<file path="config.mk">
export PLATFORM = sky130hd
export DESIGN_NAME = fp32_to_int
export DESIGN_NICKNAME = d
export VERILOG_FILES = /design/src/rtl/fp_pkg.sv /design/src/rtl/fp32_classify.sv /design/src/rtl/fp32_to_int.sv
export SDC_FILE = /design/constraint.sdc
export NUM_CORES = 1
export LEC_CHECK = 0
export ABC_AREA = 1
export BUFFER_PORTS_ARGS = -buffer_cell sky130_fd_sc_hd__buf_2
export CORE_UTILIZATION = 55
export DETAILED_ROUTE_END_ITERATION = 8
export MAX_ROUTING_LAYER = met4
export PLACE_DENSITY = 0.76
export SYNTH_ARGS = -nofsm -noshare
export SYNTH_HDL_FRONTEND = slang
export SYNTH_SLANG_ARGS = --single-unit
</file>
<file path="constraint.sdc">
create_clock -name clk -period 2.7 [get_ports clk]
set_input_delay 0.54 -clock clk [delete_from_list [all_inputs] [get_ports clk]]
set_output_delay 0.54 -clock clk [all_outputs]
set_load 0.02 [all_outputs]
</file>
<file path="src/rtl/fp_pkg.sv">
// Shared FP32 constants and types for the float <-> integer conversion path.
package fp_pkg;

  localparam int unsigned EXP_W         = 8;
  localparam int unsigned MANT_W        = 23;
  localparam int unsigned EXP_BIAS      = 127;
  localparam int unsigned EXP_INT_LIMIT = 158;
  localparam logic [31:0] INT_MAX       = 32'h7FFF_FFFF;
  localparam logic [31:0] INT_MIN       = 32'h8000_0000;

  typedef enum logic [1:0] {
    StIdle,
    StShift,
    StDone
  } conv_state_t;

  typedef enum logic [2:0] {
    ClsNan,
    ClsInf,
    ClsBig,
    ClsZero,
    ClsRshift,
    ClsLshift
  } fp_class_t;

  function automatic logic [31:0] apply_sign(input logic neg, input logic [31:0] mag);
    return neg ? (~mag + 32'd1) : mag;
  endfunction

endpackage

</file>
<file path="src/rtl/fp32_classify.sv">
// Combinational classification of an FP32 word for integer conversion,
// plus the shift distance needed to align the significand to bit 0.
module fp32_classify
  import fp_pkg::*;
(
  input  logic              s_i,
  input  logic [EXP_W-1:0]  e_i,
  input  logic [MANT_W-1:0] m_i,
  output fp_class_t         cls_o,
  output logic [4:0]        amt_o,
  output logic              exact_min_o
);

  localparam logic [EXP_W-1:0] ExpMax   = '1;
  localparam logic [EXP_W-1:0] ExpLimit = EXP_W'(EXP_INT_LIMIT);
  localparam logic [EXP_W-1:0] ExpBias  = EXP_W'(EXP_BIAS);
  // Exponent at which the integer point sits just below the LSB of the significand.
  localparam logic [EXP_W-1:0] ExpPoint = EXP_W'(EXP_BIAS + MANT_W);

  always_comb begin
    cls_o = ClsZero;
    amt_o = '0;
    if (e_i == ExpMax) begin
      cls_o = (m_i != '0) ? ClsNan : ClsInf;
    end else if (e_i >= ExpLimit) begin
      cls_o = ClsBig;
    end else if (e_i < ExpBias) begin
      cls_o = ClsZero;
    end else if (e_i <= ExpPoint) begin
      cls_o = ClsRshift;
      amt_o = 5'(ExpPoint - e_i);
    end else begin
      cls_o = ClsLshift;
      amt_o = 5'(e_i - ExpPoint);
    end
  end

  // -2^31 is the only value at or above the limit that still fits.
  assign exact_min_o = s_i && (e_i == ExpLimit) && (m_i == '0);

endmodule

</file>
<file path="src/rtl/fp32_to_int.sv">
// Iterative FP32 -> int32 converter, truncating toward zero, shifting STEP
// bits per cycle with valid/ready handshakes on both sides.
module fp32_to_int
  import fp_pkg::*;
#(
  parameter int unsigned STEP = 1
) (
  input  logic        clk,
  input  logic        rst_n,
  input  logic        in_valid,
  output logic        in_ready,
  input  logic [31:0] in_data,
  output logic        out_valid,
  input  logic        out_ready,
  output logic [31:0] out_data,
  output logic        out_ovf,
  output logic        out_inexact
);

  localparam logic [4:0] StepAmt = 5'(STEP);

  conv_state_t state_q, state_d;
  logic [31:0] mag_q, mag_d;
  logic [4:0]  rem_q, rem_d;
  logic        left_q, left_d;
  logic        sign_q, sign_d;
  logic        sticky_q, sticky_d;
  logic [31:0] data_q, data_d;
  logic        ovf_q, ovf_d;
  logic        inexact_q, inexact_d;

  fp_class_t   cls;
  logic [4:0]  amt;
  logic        exact_min;
  logic [31:0] sig_in;
  logic [4:0]  sh;
  logic [31:0] mask;
  logic [31:0] mag_shift;

  fp32_classify u_classify (
    .s_i         (in_data[31]),
    .e_i         (in_data[30:23]),
    .m_i         (in_data[22:0]),
    .cls_o       (cls),
    .amt_o       (amt),
    .exact_min_o (exact_min)
  );

  assign sig_in    = {8'd0, in_data[30:23] != 8'd0, in_data[22:0]};
  assign sh        = (rem_q < StepAmt) ? rem_q : StepAmt;
  assign mask      = (32'd1 << sh) - 32'd1;
  assign mag_shift = left_q ? (mag_q << sh) : (mag_q >> sh);

  always_comb begin
    state_d   = state_q;
    mag_d     = mag_q;
    rem_d     = rem_q;
    left_d    = left_q;
    sign_d    = sign_q;
    sticky_d  = sticky_q;
    data_d    = data_q;
    ovf_d     = ovf_q;
    inexact_d = inexact_q;

    unique case (state_q)
      StIdle: begin
        if (in_valid) begin
          sign_d    = in_data[31];
          mag_d     = sig_in;
          rem_d     = amt;
          left_d    = (cls == ClsLshift);
          sticky_d  = 1'b0;
          ovf_d     = 1'b0;
          inexact_d = 1'b0;
          state_d   = StDone;
          unique case (cls)
            ClsNan: begin
              data_d = INT_MAX;
              ovf_d  = 1'b1;
            end
            ClsInf, ClsBig: begin
              data_d = in_data[31] ? INT_MIN : INT_MAX;
              ovf_d  = !exact_min;
            end
            ClsZero: begin
              data_d    = '0;
              inexact_d = (in_data[30:0] != 31'd0);
            end
            ClsRshift, ClsLshift: begin
              if (amt == 5'd0) begin
                data_d = apply_sign(in_data[31], sig_in);
              end else begin
                state_d = StShift;
              end
            end
            default: ;
          endcase
        end
      end
      StShift: begin
        mag_d = mag_shift;
        rem_d = rem_q - sh;
        if (!left_q) begin
          sticky_d = sticky_q | (|(mag_q & mask));
        end
        if (rem_d == 5'd0) begin
          data_d    = apply_sign(sign_q, mag_shift);
          inexact_d = sticky_d;
          ovf_d     = 1'b0;
          state_d   = StDone;
        end
      end
      StDone: begin
        if (out_ready) begin
          state_d = StIdle;
        end
      end
      default: state_d = StIdle;
    endcase
  end

  always_ff @(posedge clk) begin
    if (!rst_n) begin
      state_q   <= StIdle;
      mag_q     <= '0;
      rem_q     <= '0;
      left_q    <= 1'b0;
      sign_q    <= 1'b0;
      sticky_q  <= 1'b0;
      data_q    <= '0;
      ovf_q     <= 1'b0;
      inexact_q <= 1'b0;
    end else begin
      state_q   <= state_d;
      mag_q     <= mag_d;
      rem_q     <= rem_d;
      left_q    <= left_d;
      sign_q    <= sign_d;
      sticky_q  <= sticky_d;
      data_q    <= data_d;
      ovf_q     <= ovf_d;
      inexact_q <= inexact_d;
    end
  end

  assign in_ready    = (state_q == StIdle);
  assign out_valid   = (state_q == StDone);
  assign out_data    = data_q;
  assign out_ovf     = ovf_q;
  assign out_inexact = inexact_q;

endmodule

</file>
## After elaboration in Yosys (flattened, before gate mapping)

Index checks and enable logic that the tools add are counted.

- Output and inout bits: 36
- RAM bits: 0
- Register bits: 76
- Memories: 0
- Memory bits (read-only): 0
- Bits in latches: 0
- Logic and storage cells: 100
- Input bits: 36

- Shifts and indexed selects: 3
- $lt $le $gt $ge: 4
- Mux-type cells: 40
- Reductions and logical operators: 20
- Bitwise logic cells: 4
- Divide/modulo/power cells: 0
- Equality and inequality tests: 14
- $add $sub $neg: 6
- Multipliers: 0

Operator list:

| kind | number |
|---|---|
| 2-to-1 mux 32 bit | 8 |
| one-hot mux 32 bit (2 select lines) | 2 |
| one-hot mux 32 bit (4 select lines) | 1 |
| adder 32 x 1 -> 32 bit, second input constant | 2 |
| bitwise AND 32 bit | 1 |
| NOT 24 -> 32 bit | 1 |
| NOT 32 bit | 1 |
| OR reduction 32 bit | 1 |
| left shift 1 x 5 -> 32 bit, first input constant | 1 |
| left shift 32 x 5 -> 32 bit | 1 |
| >> shifter 32 x 5 -> 32 bit | 1 |
| subtractor 32 x 1 -> 32 bit, second input constant | 1 |
| nonzero test 31 bit | 1 |
| 2-to-1 mux 5 bit | 6 |
| logical NOT 23 bit | 1 |
| nonzero test 23 bit | 1 |
| equality test 8 bit, second input constant | 2 |
| logical NOT 5 bit | 2 |
| 2-to-1 mux 2 bit | 5 |
| one-hot mux 5 bit (2 select lines) | 1 |
| 2-to-1 mux 1 bit | 9 |
| 2-to-1 mux 3 bit | 3 |
| >= comparator 8 bit, second input constant | 1 |
| <= comparator 8 bit, second input constant | 1 |
| other kinds (27) | 37 |

## Longest topological paths before layout

Gate-level depths: netlist of run 1.

- Depth in word-level cells: 10
- Depth in mapped cells: 20
- Mapped depth without buffers: 20

## Hierarchy

From an unflattened synthesis of run 1, not the netlist that was laid out.

- Cell total of the unflattened synthesis: 1114
- Area, all modules: 6555.0 um2

By module, submodules not included:

| module | instances | area an instance (um2) | seq. area each (um2) | cells an instance |
|---|---|---|---|---|
| fp32_to_int | 1 | 6032.0 | 1521.5 | 1012 |
| fp32_classify | 1 | 523.0 | 0.0 | 102 |

## Least setup slack after synthesis of run 1

OpenSTA, ideal clock, no wires.

- Kind: register to register
- Start: register rem_q[1]
- End: register data_q[8] (netlist: out_data[8])
- Setup slack: 452 ps
- Stages on the path, launching flop included: 16
- Arrival: 2131 ps
- Setup time: 117 ps
- Buffers on the path: 2
- Required time: 2583 ps
- Cells stage by stage: dfxtp_1 > nor2_4 > a21oi_1 > inv_1 > ha_1 > o21ai_0 > nand2_1 > nand2_1 > o21a_1 > nand3_2 > nor3_4 > nand2_4 > buf_6 > buf_6 > nor2_1 > nor2_1

- Cells in the longest elaborated chain, start to end: 9
- Elaborated cells between the ends (all ways): 14

RTL lines:

| item | line | source |
|---|---|---|
| from (decl) | fp32_to_int.sv:24 | `logic [4:0] rem_q, rem_d;` |
| from (signal assigned) | fp32_to_int.sv:136 | `rem_q <= rem_d;` |
| less-than comparator 5 x 1 -> 1 bit | fp32_to_int.sv:50 | `assign sh = (rem_q < StepAmt) ? rem_q : StepAmt;` |
| 2-to-1 mux 5 bit | fp32_to_int.sv:50 |  |
| >> shifter 32 x 5 -> 32 bit or left shift 32 x 5 -> 32 bit (tied branches) | fp32_to_int.sv:52 | `assign mag_shift = left_q ? (mag_q << sh) : (mag_q >> sh);` |
| 2-to-1 mux 32 bit | fp32_to_int.sv:52 |  |
| NOT 32 bit | fp_pkg.sv:27 | `return neg ? (~mag + 32'd1) : mag;` |
| adder 32 x 1 -> 32 bit | fp_pkg.sv:27 |  |
| 2-to-1 mux 32 bit | fp_pkg.sv:27 |  |
| 2-to-1 mux 32 bit | fp32_to_int.sv:106 | `if (rem_d == 5'd0) begin` |
| one-hot mux 32 bit (2 select lines) | fp32_to_int.sv:65 | `unique case (state_q)` |
| to (signal assigned) | fp32_to_int.sv:140 | `data_q <= data_d;` |
| to (decl) | fp32_to_int.sv:28 | `logic [31:0] data_q, data_d;` |

Parallel ways exist; a longest one is shown, timed or not. The select of a mux whose other input is x is not followed.
A chain may end at the register's enable or synchronous reset.

## Worst setup path after layout of run 1

- Start: register rem_q[2]
- End: register data_q[4] (netlist: out_data[4])

The elaborated chain is that of the path after synthesis.

==> results of run 1 <==
critical path: cells and delay by family, from the launching register on:
family / cells / cell delay (ps)
AND/OR/NAND/NOR: 8 / 900
buffers and inverters: 3 / 460
AO/OA/AOI/OAI: 3 / 480
flip-flops: 1 / 400
adder cells (fa/ha/maj): 1 / 190
worst min-delay path by stage:
stage,end,slack (ps),from,cells after the start
after floorplan,sticky_q$_SDFFE_PN0P_,440,sticky_q$_SDFFE_PN0P_,2
after global placement,sticky_q$_SDFFE_PN0P_,450,sticky_q$_SDFFE_PN0P_,2
after detailed placement,sticky_q$_SDFFE_PN0P_,460,sticky_q$_SDFFE_PN0P_,2
after CTS,sticky_q$_SDFFE_PN0P_,470,sticky_q$_SDFFE_PN0P_,2
after global routing,out_data[3]$_SDFFE_PN0P_,490,out_data[3]$_SDFFE_PN0P_,2
final,sticky_q$_SDFFE_PN0P_,460,sticky_q$_SDFFE_PN0P_,2
area by class of cell:
type | count | share of cell area, %
repair buffers | 106 | 9.19
well taps | 140 | 2.41
multi-input cells | 845 | 56.8
clock buffers | 9 | 3.10
flip-flops and latches | 76 | 21.0
clock inverters | 7 | 1.14
inverters | 123 | 6.42
state kept, by name (all words and copies together), names as in the netlist:
register / cells
sticky_q: 1
sign_q: 1
state_q: 2
out_inexact: 1
mag_q: 32
out_data: 32
out_ovf: 1
left_q: 1
rem_q: 5
per-stage QoR:
stage                     hold slack [ps]  power [mW]
after floorplan                       442        7.39
after global placement                449        9.06
after detailed placement              456        9.13
after CTS                             466        10.5
after global routing                  490        11.6
final                                 462        10.7
cell usage in the layout (no fill, tap or decap), types with 3 or more instances in the layout:
cell and count:
sky130_fd_sc_hd__a21oi_1 63, sky130_fd_sc_hd__a31oi_1 20, sky130_fd_sc_hd__buf_12 4, sky130_fd_sc_hd__buf_2 71
sky130_fd_sc_hd__buf_4 31, sky130_fd_sc_hd__clkbuf_16 9, sky130_fd_sc_hd__dfxtp_1 72, sky130_fd_sc_hd__dfxtp_2 4
sky130_fd_sc_hd__ha_1 11, sky130_fd_sc_hd__inv_1 112, sky130_fd_sc_hd__inv_2 7, sky130_fd_sc_hd__inv_6 3
sky130_fd_sc_hd__nand2_1 312, sky130_fd_sc_hd__nand2_2 20, sky130_fd_sc_hd__nand3_1 83, sky130_fd_sc_hd__nand3_2 6
sky130_fd_sc_hd__nand4_1 13, sky130_fd_sc_hd__nor2_1 132, sky130_fd_sc_hd__nor2_2 7, sky130_fd_sc_hd__nor2_4 7
sky130_fd_sc_hd__nor3_1 14, sky130_fd_sc_hd__nor4_1 3, sky130_fd_sc_hd__o211ai_1 6, sky130_fd_sc_hd__o21a_1 4
sky130_fd_sc_hd__o21ai_0 68, sky130_fd_sc_hd__o21ai_1 22, sky130_fd_sc_hd__o21ai_2 7, sky130_fd_sc_hd__o22ai_1 11
sky130_fd_sc_hd__or2_2 4, sky130_fd_sc_hd__xnor2_1 5, sky130_fd_sc_hd__xor2_1 10
routing by layer:
metal | up-vias | track usage, % | part of all wire [%]
li1 | 3687 | - | -
met1 | 3302 | 55.1 | 47
met2 | 356 | 52.2 | 41
met3 | 27 | 6.88 | 10
met4 | 0 | 11.7 | 1.8
met5 | - | - | 0
where the power goes:
group | switching [mW] | internal, mW
sequential | 0.288 | 1.50
combinational | 5.20 | 2.42
clock | 0.583 | 0.734
Yosys cell counts, drive strengths merged:
library cell    n
nand2         334
a211oi          1
a31oi          20
nand3          91
o211ai          6
a2111o          1
o21ai          97
o22ai          11
inv           121
nor4            3
a21oi          64
clkbuf         24
xor2           10
dfxtp          76
ha             11
a21boi          1
clkinv          2
a22oi           2
o21a            4
nor3           17
or2             4
o31ai           1
xnor2           5
buf            25
nor2          146
nand3b          2
nand4          14
timing repair:
item,CTS,global route
buffers inserted,0,2
hold buffers,0,0
setup endpoints to repair,0,32
gates resized for setup,0,7
kinds of logic (layout without fill, tap and decap cells):
group	count (synthesis)	in the layout	share of synthesized area (%)
AND/OR/NAND/NOR	611	611	42.3
XOR/XNOR	15	15	2.06
adder cells (fa/ha/maj)	11	11	2.16
AO/OA/AOI/OAI	208	208	18.0
buffers and inverters	172	245	11.5
flip-flops	76	76	23.9
==> impl_results.rst, run 1 <==
.. list-table::
   :header-rows: 1

   * - Metric
     - Value
   * - Kind of critical path
     - register to register
   * - Register cell area after layout
     - approximately 1500 um2
   * - Fraction of final layout cells with drive strength greater than 1
     - 16.7%
   * - Number of fill cells in the layout
     - 1108
   * - Pre-CTS worst setup slack
     - -16.9 ps
   * - Slew headroom
     - between 50% and 60%
   * - Maximum root-to-sink buffer count
     - 2
   * - Final weighted congestion in routability-driven placement
     - around 1.0
   * - Layout Utilization
     - roughly 66%
   * - Starting density of the core
     - 57.5%
   * - Number of buffers added by the clock tree synthesis step
     - 9
   * - Synthesis-stage register bit count
     - between 70 and 80
   * - Required @ worst endpoint
     - approximately 3000 ps
   * - Clock slew at the register clock pins of the worst setup and hold paths
     - around 60 ps
   * - Number of hold violations in the final report
     - 0
   * - Routed WL per cell
     - between 15 and 20 um
   * - Antenna viol nets, final
     - 0
   * - Crit path to
     - out_data[4]$_SDFFE_PN0P_
   * - Setup repair after global routing missed its margin
     - yes
   * - Detailed Route Iter0 Violations
     - 917
   * - Peak VDD IR
     - roughly 0.96 mV
   * - Cell-by-cell listing of the critical path
     - nor2_4 > a21oi_2 > inv_1 > ha_1 > o21ai_0 > nand2_1 > nand2_1 > o21a_1 > nand3_2 > nor3_4 > buf_4 > nand3_2 > buf_4 > nor2_1 > nor2_1
   * - Routed via count
     - about 7400
   * - Achievable frequency
     - 394 MHz
   * - Largest fanout on the critical path
     - 6
   * - Cell Rows
     - 38
   * - Register-to-Register Setup Slack
     - 160 ps
   * - Final number of max-transition violations
     - 0
   * - Max-cap viol count
     - 0
   * - Sink count of the clock tree
     - 76
   * - Post-route DRC
     - 0
   * - Critical-path cell with the highest stage delay
     - sky130_fd_sc_hd__dfxtp_1
   * - Count of pins on the block boundary
     - 72
   * - Instance area at placement
     - 6940 um2
   * - Tot GR Track Use
     - between 30 and 40%
   * - Period minus WS final
     - ~2500 ps
   * - Final HPWL DP
     - 16000 um
   * - H-tree levels
     - 3
   * - Start point of the critical path
     - rem_q[2]$_SDFFE_PN0P_
   * - Hold/Removal Path Class
     - register to register
   * - Synthesis warning total
     - 0
   * - Syn Area/Cell
     - roughly 6 um2
   * - RR Endpoint
     - out_data[4]$_SDFFE_PN0P_
   * - DIE AREA
     - approximately 12000 um2
   * - Cell area after layout
     - about 7300 um2
   * - Final critical-path share of the clock period
     - a little over nine tenths
   * - Startpoint type of the worst setup path
     - register
   * - Area of combinational cells with multiple inputs
     - roughly 4100 um2
   * - Synth Cell Area
     - approximately 6400 um2
   * - Standard cell core area
     - approximately 11000 um2
   * - Most area-hungry cell type in the Yosys netlist
     - sky130_fd_sc_hd__dfxtp_1
   * - TritonCTS clock tree
     - built
   * - Die boundary height
     - approximately 110 um
   * - Setup TNS Final
     - 0 ps
   * - Root Buffer Master
     - sky130_fd_sc_hd__clkbuf_16
   * - Run status
     - completed
   * - Worst Slack Setup Final
     - approximately 160 ps
   * - First-pass GRT wire length
     - 33100 um
   * - Endpoint kind of the worst setup timing path
     - register
   * - Number of global-route vias before repair
     - approximately 6400
   * - Layout Skew
     - roughly 10 ps
   * - Routed Wire Length
     - between 20000 and 25000 um
   * - PD cells
     - 1470 nW/um2
   * - Reg-to-reg startpoint
     - rem_q[2]$_SDFFE_PN0P_
   * - Post-Synthesis Cells
     - about 1100
   * - Leakage dissipation
     - about 3.5 nW
   * - Sequential cell area fraction in the yosys report
     - a little under a quarter
   * - Library cells used by synthesis
     - 44
   * - Area growth from synthesis to final layout
     - 14.1%
   * - Actual transition at the worst max-transition pin
     - around 690 ps
   * - Pin count of the biggest net entering global routing
     - 35
   * - Synth top area share
     - between 20% and 30%
   * - Antenna violations before repair
     - 0
   * - First-pass iteration count of the detailed router
     - 5
   * - Antenna diodes
     - 0
   * - Data arrival time of the worst path
     - about 2800 ps
   * - Post-Place Cells
     - 1288
   * - Fin cells
     - between 1000 and 1500
   * - Delay of the slowest critical-path stage
     - around 400 ps
   * - Final Setup Violations
     - 0
   * - Layout net count
     - between 1000 and 1500
   * - Total of buffers placed on input and output ports
     - about 70
   * - Depth of the worst register-to-register path
     - 15
   * - Most area-consuming cells after synthesis
     - sky130_fd_sc_hd__dfxtp_1, sky130_fd_sc_hd__nand2_1, sky130_fd_sc_hd__nor2_1, sky130_fd_sc_hd__inv_1, sky130_fd_sc_hd__nand3_1
   * - Via/cell ratio
     - between 5 and 6
   * - Syn Nets
     - between 1000 and 1500
   * - Overflow after GRT
     - 0
   * - Insertion delay to the later sink of the worst-skew pair
     - around 360 ps
   * - Chip Width
     - 110 um
No activity file was read; power rests on OpenSTA's default activity.
==> inputs of run 2 (changes only) <==
Settings changed: CORE_UTILIZATION 55 to 40, PLACE_DENSITY 0.76 to not set.
==> run 2 against run 1 <==
Against the previous run:
- sequential share of layout area is 0.30 points lower
- clock skew is 4.6 ps higher
- fmax hardly changed
- via count fell by 3.2%
- combinational power barely moved
- register-to-register slack gained 30 ps
- first-iteration DRC count decreased by 40%
- sequential power hardly changed
- clock-buffer cell count rose by 2
- critical path depth increased by 2
- worst hold slack worse by 2.7 ps
- largest power group unchanged
==> impl_results.rst, run 2 (synthesis gave the netlist of run 1 again) <==
.. list-table::
   :header-rows: 1

   * - Metric
     - Value
   * - Reg-to-reg startpoint
     - rem_q[1]$_SDFFE_PN0P_
   * - PD cells
     - 1450 nW/um2 (-2.0%)
   * - Instance area at placement
     - 7040 um2 (+1.4%)
   * - TritonCTS clock tree
     - built
   * - Root Buffer Master
     - sky130_fd_sc_hd__clkbuf_16
   * - Pre-CTS worst setup slack
     - -147 ps (-130 ps)
   * - Peak VDD IR
     - 0.582 mV (-39%)
   * - Design Power
     - 10.7 mW (-0.47%)
   * - Final weighted congestion in routability-driven placement
     - 0.923 (-7.9%)
   * - Layout Skew
     - 14.8 ps (+4.62 ps)
   * - P_int
     - 4.72 mW (+1.5%)
   * - Data arrival time of the worst path
     - 2780 ps (about the same)
   * - Depth of the worst register-to-register path
     - 16 (+1)
   * - Insertion delay to the later sink of the worst-skew pair
     - 350 ps (about the same)
   * - Area growth from synthesis to final layout
     - 15.9%
   * - Period minus WS final
     - 2540 ps (+2.40 ps)
   * - Antenna viol nets, final
     - 0 (unchanged)
   * - Number of global-route vias before repair
     - 6518 (+2.6%)
   * - Total of buffers placed on input and output ports
     - 71 (unchanged)
   * - Hold-critical path depth
     - 2 (unchanged)
   * - Number of buffers added by the clock tree synthesis step
     - 9 (unchanged)
   * - Clock share of power
     - 11.9% (-0.4 points)
   * - Cell Rows
     - 45 (+18%)
   * - Number of hold violations in the final report
     - 0 (unchanged)
   * - DIE AREA
     - 16400 um2 (+37%)
   * - Register-to-Register Setup Slack
     - 190 ps (+30 ps)
   * - Count of pins on the block boundary
     - 72 (unchanged)
   * - Layout net count
     - 1208 (unchanged)
   * - Starting density of the core
     - 41.5% (-16 points)
   * - Slew headroom
     - 58.0% (+4.2 points)
   * - Sequential power share
     - 16.7% (about the same)
   * - First-pass GRT wire length
     - 34700 um (+4.8%)
   * - Clock slew at the register clock pins of the worst setup and hold paths
     - 70 ps (about the same)
   * - Final number of max-transition violations
     - 0 (unchanged)
   * - Die boundary height
     - 128 um (+17%)
   * - Most frequent standard cell in the layout excluding fill and tap cells
     - sky130_fd_sc_hd__nand2_1
   * - Routed Wire Length
     - 21700 um (+2.7%)
   * - Detailed Route Iter0 Violations
     - 548 (-40%)
   * - Standard cell core area
     - 15400 um2 (+39%)
   * - Largest fanout on the critical path
     - 3 (-3)
   * - Post-route DRC
     - 0 (unchanged)
   * - Maximum root-to-sink buffer count
     - 2 (unchanged)
   * - Commonest cells after routing, fill and taps aside
     - sky130_fd_sc_hd__nand2_1, sky130_fd_sc_hd__nor2_1, sky130_fd_sc_hd__inv_1
   * - Hold/Removal Path Class
     - register to register
   * - Sink count of the clock tree
     - 76 (unchanged)
   * - Antenna diodes
     - 0 (unchanged)
   * - Switching portion of total power
     - 55.7% (-0.86 points)
   * - Chip Width
     - 128 um (+17%)
   * - Routed WL per cell
     - 15.8 um (-2.5%)
   * - Achievable frequency
     - 393 MHz (about the same)
   * - Net switching power
     - 5.95 mW (-2.0%)
   * - Pin count of the biggest net entering global routing
     - 36 (+2.9%)
   * - Hold EP
     - out_data[21]$_SDFFE_PN0P_
   * - Setup repair after global routing missed its margin
     - yes
   * - Startpoint type of the worst setup path
     - input port
   * - H-tree levels
     - 3 (unchanged)
   * - Overflow after GRT
     - 0 (unchanged)
   * - Via/cell ratio
     - 5.18 (-8.2%)
   * - Leakage dissipation
     - 3.49 nW (+0.50%)
   * - Max-cap viol count
     - 0 (unchanged)
   * - Antenna violations before repair
     - 0 (unchanged)
   * - Final Hold Slack
     - 460 ps (-2.66 ps)
   * - Fin cells
     - 1376 (+5.4%)
   * - Final HPWL DP
     - 16700 um (+4.6%)
   * - Worst Hold Launch
     - out_data[21]$_SDFFE_PN0P_
   * - First-pass iteration count of the detailed router
     - 5 (unchanged)
   * - Routed via count
     - 7134 (-3.2%)
   * - Worst Slack Setup Final
     - 157 ps (-2.40 ps)
   * - Post-Place Cells
     - 1360 (+5.6%)
   * - Final critical-path share of the clock period
     - 94.2% (about the same)
   * - Kind of critical path
     - input port to register
   * - Run status
     - completed
   * - Final Setup Violations
     - 0 (unchanged)
   * - Tot GR Track Use
     - 28.3% (-9.6 points)
   * - Required @ worst endpoint
     - 2940 ps (about the same)
   * - Cell area after layout
     - 7390 um2 (+1.5%)
   * - RR Endpoint
     - out_data[31]$_SDFFE_PN0P_
   * - Endpoint kind of the worst setup timing path
     - register
   * - Combinational share of power
     - 71.4% (+0.3 points)
   * - Fraction of final layout cells with drive strength greater than 1
     - 17.2% (+0.44 points)
   * - Actual transition at the worst max-transition pin
     - 630 ps (-63.1 ps)
run 2: cell types whose count changed in the layout (fill, tap and decap cells not counted), moves of 2 or more:
cell,change
sky130_fd_sc_hd__clkinv_2,+2
sky130_fd_sc_hd__inv_6,-3
sky130_fd_sc_hd__clkbuf_8,+2
sky130_fd_sc_hd__o21ai_2,+3
sky130_fd_sc_hd__o21ai_1,-2
sky130_fd_sc_hd__clkinvlp_4,-2
run 2: repair_timing:
item / CTS / global route
endpoints found under the hold margin: 0 / 0
hold buffers: 0 / 0
setup endpoints to repair: 0 / 30
setup buffers: 0 / 1
gates resized for setup: 0 / 17
run 2: worst max-delay path by stage:
stage	startpoint	endpoint	slack, ps	depth (start not counted)
after floorplan	rem_q[1]$_SDFFE_PN0P_	out_data[8]$_SDFFE_PN0P_	450	15
after global placement	in_data[0]	out_data[2]$_SDFFE_PN0P_	-240	21
after detailed placement	in_data[0]	out_data[30]$_SDFFE_PN0P_	-150	19
after CTS	rem_q[1]$_SDFFE_PN0P_	out_data[24]$_SDFFE_PN0P_	110	13
after global routing	rem_q[1]$_SDFFE_PN0P_	out_data[31]$_SDFFE_PN0P_	-30	16
final	in_data[0]	out_data[28]$_SDFFE_PN0P_	160	17
run 2: power by group through the flow:
stage	combinational (mW)	clock [mW]	sequential, mW
3_3_place_gp	7.41	0	1.79
2_1_floorplan	5.46	0	1.93
4_1_cts	7.48	1.29	1.77
5_1_grt	8.56	1.34	1.83
3_5_place_dp	7.44	0	1.79
6_report	7.62	1.27	1.79
run 2: area by class of cell:
cell class	count	area, um2
clock inverters	4	48.8
fillers	1669	7990
inverters	123	467
flip-flops and latches	76	1530
clock buffers	11	253
repair buffers	106	672
well taps	211	264
multi-input cells	845	4150
run 2: layer usage:
layer  track usage [%]  share of wire [%]  wire length, um
met5                 -                  0                0
met4              7.54                1.8              397
met3              3.76                5.2             1130
met2              43.4                 44             9470
met1              38.8                 49            10700
run 2: worst max-delay path, cell delays in order:
cell                       delay, ps
sky130_fd_sc_hd__buf_2           120
sky130_fd_sc_hd__inv_1            70
sky130_fd_sc_hd__ha_1            180
sky130_fd_sc_hd__inv_1            90
sky130_fd_sc_hd__nor3_4          230
sky130_fd_sc_hd__buf_4           160
sky130_fd_sc_hd__nand3b_1        130
sky130_fd_sc_hd__nor2_1          150
sky130_fd_sc_hd__nand2_1          90
sky130_fd_sc_hd__nand2_1          90
sky130_fd_sc_hd__nand2_1         100
sky130_fd_sc_hd__inv_1           120
sky130_fd_sc_hd__nand2_1          80
sky130_fd_sc_hd__nand2_1          70
sky130_fd_sc_hd__nand3_1         260
sky130_fd_sc_hd__nor2_1          210
sky130_fd_sc_hd__a21oi_1          90
run 2: stage by stage:
step	utilization [%]	setup TNS (ps)
6_report	48.1	0
5_1_grt	48.1	-69.1
4_1_cts	47.7	0
3_5_place_dp	45.8	-1040
3_3_place_gp	45.8	-1260
2_1_floorplan	-	0
